===== src/rtl/program_counter.sv =====
// Program counter with optional return-address stack for CALL/RET.
// Define PC_STACK_EN to build the stack; otherwise CALL is a plain jump and RET is ignored.
module program_counter #(
    parameter int ADDR_W      = 8,
    parameter int STACK_DEPTH = 4
) (
    input  logic              clock,
    input  logic              input_clear_n,
    input  logic              input_increment,
    input  logic              input_en_pc,
    input  logic [ADDR_W-1:0] input_target,
    input  logic              input_call,
    input  logic              input_return,
    input  logic              input_halt,
    output logic [ADDR_W-1:0] output_pc,
    output logic              output_stack_empty,
    output logic              output_stack_full,
    output logic              output_stack_err
);

    localparam int PTR_W = $clog2(STACK_DEPTH) + 1;
    localparam int IDX_W = PTR_W - 1;

    logic [ADDR_W-1:0] r_pc;
    logic [ADDR_W-1:0] w_pc_next;

    assign output_pc = r_pc;

`ifdef PC_STACK_EN

    logic [ADDR_W-1:0] r_stack [STACK_DEPTH];
    logic [PTR_W-1:0]  r_sp;
    logic [PTR_W-1:0]  w_sp_next;
    logic [PTR_W-1:0]  w_sp_top;
    logic              r_err;
    logic              w_err_next;
    logic              w_push;
    logic              w_empty;
    logic              w_full;

    assign w_empty  = (r_sp == '0);
    assign w_full   = (r_sp == PTR_W'(STACK_DEPTH));
    assign w_sp_top = r_sp - PTR_W'(1);

    always_comb begin
        w_pc_next  = r_pc;
        w_sp_next  = r_sp;
        w_err_next = r_err;
        w_push     = 1'b0;
        if (input_halt) begin
            w_pc_next = r_pc;
        end else if (input_call && input_return) begin
            w_err_next = 1'b1;
        end else if (input_return) begin
            if (w_empty) begin
                w_err_next = 1'b1;
            end else begin
                w_pc_next = r_stack[w_sp_top[IDX_W-1:0]];
                w_sp_next = w_sp_top;
            end
        end else if (input_en_pc) begin
            w_pc_next = input_target;
            if (input_call) begin
                // A call on a full stack still jumps; only the push is lost.
                if (w_full) begin
                    w_err_next = 1'b1;
                end else begin
                    w_push    = 1'b1;
                    w_sp_next = r_sp + PTR_W'(1);
                end
            end
        end else if (input_increment) begin
            w_pc_next = r_pc + ADDR_W'(1);
        end
    end

    always_ff @(posedge clock) begin
        if (!input_clear_n) begin
            r_pc  <= '0;
            r_sp  <= '0;
            r_err <= 1'b0;
        end else begin
            r_pc  <= w_pc_next;
            r_sp  <= w_sp_next;
            r_err <= w_err_next;
        end
    end

    // Entries are not reset; the pointer alone defines which are valid.
    genvar gi;
    generate
        for (gi = 0; gi < STACK_DEPTH; gi++) begin : g_stack
            always_ff @(posedge clock) begin
                if (input_clear_n && w_push && (r_sp[IDX_W-1:0] == IDX_W'(gi))) begin
                    r_stack[gi] <= r_pc;
                end
            end
        end
    endgenerate

    assign output_stack_empty = w_empty;
    assign output_stack_full  = w_full;
    assign output_stack_err   = r_err;

`else

    logic w_unused_ok;
    assign w_unused_ok = ^{input_call, input_return};

    always_comb begin
        w_pc_next = r_pc;
        if (input_halt) begin
            w_pc_next = r_pc;
        end else if (input_en_pc) begin
            w_pc_next = input_target;
        end else if (input_increment) begin
            w_pc_next = r_pc + ADDR_W'(1);
        end
    end

    always_ff @(posedge clock) begin
        if (!input_clear_n) begin
            r_pc <= '0;
        end else begin
            r_pc <= w_pc_next;
        end
    end

    assign output_stack_empty = 1'b1;
    assign output_stack_full  = 1'b0;
    assign output_stack_err   = 1'b0;

`endif

endmodule


===== config.mk =====
export PLATFORM = sky130hd
export DESIGN_NAME = program_counter
export DESIGN_NICKNAME = d
export VERILOG_FILES = /design/src/rtl/program_counter.sv
export SDC_FILE = /design/constraint.sdc
export NUM_CORES = 1
export LEC_CHECK = 0
export CORE_UTILIZATION = 40
export CTS_BUF_LIST = sky130_fd_sc_hd__clkbuf_4 sky130_fd_sc_hd__clkbuf_8
export DETAILED_ROUTE_END_ITERATION = 16
export PLACE_DENSITY = 0.79
export SETUP_SLACK_MARGIN = 0.3
export SYNTH_ARGS = -nofsm -noshare
export SYNTH_HDL_FRONTEND = slang
export SYNTH_SLANG_ARGS = --single-unit

===== constraint.sdc =====
create_clock -name clock -period 1.9 [get_ports clock]
set_input_delay 0.285 -clock clock [delete_from_list [all_inputs] [get_ports clock]]
set_output_delay 0.285 -clock clock [all_outputs]
set_load 0.05 [all_outputs]

==> results.json <==
{
  "grt_pass1_wl_mm": 2.26,
  "status": "completed",
  "power.density_nw_per_um2": 623,
  "htree_levels": 1,
  "hold_viol_final": 0,
  "crit_path_end_kind": "flop",
  "wirelength_mm": 1.29,
  "coreArea_sq_um": 1160,
  "cp_data_required_time_ps": 2070,
  "vias": 589,
  "clk_pin_slew_ps": 50,
  "ys_types": 29,
  "tritoncts": "done",
  "async_flop_share_pct": 0,
  "finalCritPeriodShare_pct": 83.0,
  "p_leak_nw": 0.307,
  "ant_nets": 0,
  "min_path_type": "in -> reg",
  "worstPathMaxFanout": 2,
  "dp_hpwl_um": 956,
  "yosys_warnings": 0,
  "cap_violations": 0,
  "min_period_ps": 1580,
  "die_h_um": 38.2,
  "grt_pass1_vias": 520,
  "ioPinCount": 26,
  "syn_avg_cell_area_sq_um": 7.92,
  "syn-cell-area_sq_um": 523,
  "setup_ws_ps": 323,
  "slew_violations": 0,
  "setup_tns_ps": 0,
  "initial_core_util_pct": 45.2,
  "rsz0062_at_grt": "true",
  "globalRouteTotalUtil_pct": 22.7,
  "area_growth_pct": 42.8,
  "cts_buffers": 3,
  "grt_overflow": 0,
  "clk_latency_ps": 250,
  "criticalPathCategory": "in -> reg",
  "reg2reg_depth": 3,
  "clock.fmax_mhz": 634,
  "startpoint_type": "input port",
  "power_mw": 0.465,
  "holdPathStages": 4,
  "max-clock-path-buffers": 2,
  "die_area_sq_um": 1460,
  "fin_skew_ps": 0.201,
  "finalSetupViolations": 0,
  "place.port_buffers": 20,
  "synth_edf_count": 0,
  "drtIter0Drc": 14,
  "cp_data_arrival_time_ps": 1750,
  "finalHoldWorstSlack_ps": 441,
  "antenna_found_initial": 0,
  "final_nets": 105,
  "viasPerCell": 5.83,
  "drc_errors": 0,
  "cts_setup_buffers": 0,
  "die_w_um": 38.2,
  "synth_flop_cell": "dfxtp_1",
  "pre_cts_ws_ps": 5.48,
  "yosysSeqAreaShare_pct": 30.6,
  "drive_gt1_share_pct": 11.5,
  "dr.pass1.iters": 4,
  "wire_per_inst_um": 12.8,
  "syn_inst": 66,
  "cts.sinks": 8,
  "grt_max_degree": 21,
  "largest_reg_flops": 8,
  "root_buffer": "clkbuf_4",
  "final_util_pct": 64.6,
  "cts_hold_buffers": 0,
  "rows": 12,
  "gp_congestion": 0.730,
  "synth-seq-cells": 8,
  "diodes": 0,
  "peakVddDrop_mv": 0.296
}
[cell usage after synthesis, types with 3 or more instances]
| library cell | n | area share, % |
|---|---|---|
| a31oi_1 | 4 | 4.8 |
| inv_1 | 4 | 2.9 |
| o21ai_0 | 4 | 3.8 |
| dfxtp_1 | 8 | 31 |
| o211ai_1 | 3 | 4.3 |
| buf_4 | 3 | 4.3 |
| nand2_1 | 7 | 5.0 |
| nand3_1 | 6 | 5.7 |
[metal layers]
| metal | track usage, % | wire length [um] | vias up |
|---|---|---|---|
| li1 | - | - | 292 |
| met4 | 13.4 | 27 | 0 |
| met2 | 34.7 | 579 | 23 |
| met3 | 3.49 | 77 | 4 |
| met1 | 29.7 | 604 | 270 |
| met5 | 0 | 0 | - |
[cell type report]
cell class,count,area [sq um]
Tap cell,14,17.5
Multi-Input combinational cell,50,320
Fill cell,120,409
Timing Repair Buffer,22,206
Clock buffer,3,22.5
Inverter,4,15.0
Sequential cell,8,165
[critical path, cell delays in order]
cell,delay (ps)
clkdlybuf4s50_1,410
or4b_1,490
or4_1,410
a31oi_1,150
[per-stage QoR]
| step | std cells | cell area (sq um) |
|---|---|---|
| after floorplan | 67 | 532 |
| after global placement | 98 | 733 |
| after detailed placement | 98 | 733 |
| after CTS | 101 | 744 |
| after global routing | 101 | 747 |
| final | 101 | 747 |
[where the power goes]
group | switching [mW] | internal (mW) | leakage (nW)
Clock | 0.0577 | 0.0723 | 0.0138
Sequential | 0.0139 | 0.180 | 0.0671
Combinational | 0.0881 | 0.0531 | 0.226
[repair_timing]
action	in CTS	in global routing
gates resized for setup	9	1
pin swaps	1	0
setup endpoints to repair	9	2
[worst paths after layout]
check	startpoint	end	slack [ps]
setup reg to reg	output_pc[7]	output_pc[7]	430
hold / removal	input_halt	output_pc[3]	440
hold reg to reg	output_pc[0]	output_pc[0]	490
setup / recovery	input_en_pc	output_pc[7]	320
[kinds of logic (layout without fill, tap and decap cells)]
family,Yosys count,count (layout),synth area share (%)
AO/OA/AOI/OAI,24,24,34.0
flip-flops,8,8,30.6
adder cells (fa/ha/maj),1,1,2.39
AND/OR/NAND/NOR,21,21,20.8
multiplexers,1,1,1.91
other,2,3,1.44
buffers and inverters,9,29,8.85
[cell usage in the layout (no fill, tap or decap), types with 3 or more instances in the layout]
cell type / instances
a31oi_1: 4
clkbuf_4: 3
clkdlybuf4s50_1: 10
conb_1: 3
dfxtp_1: 4
dfxtp_2: 4
dlygate4sd2_1: 9
inv_1: 4
nand2_1: 7
nand3_1: 6
o211ai_1: 3
o21ai_0: 4
Power figures use the tool's default switching activity.
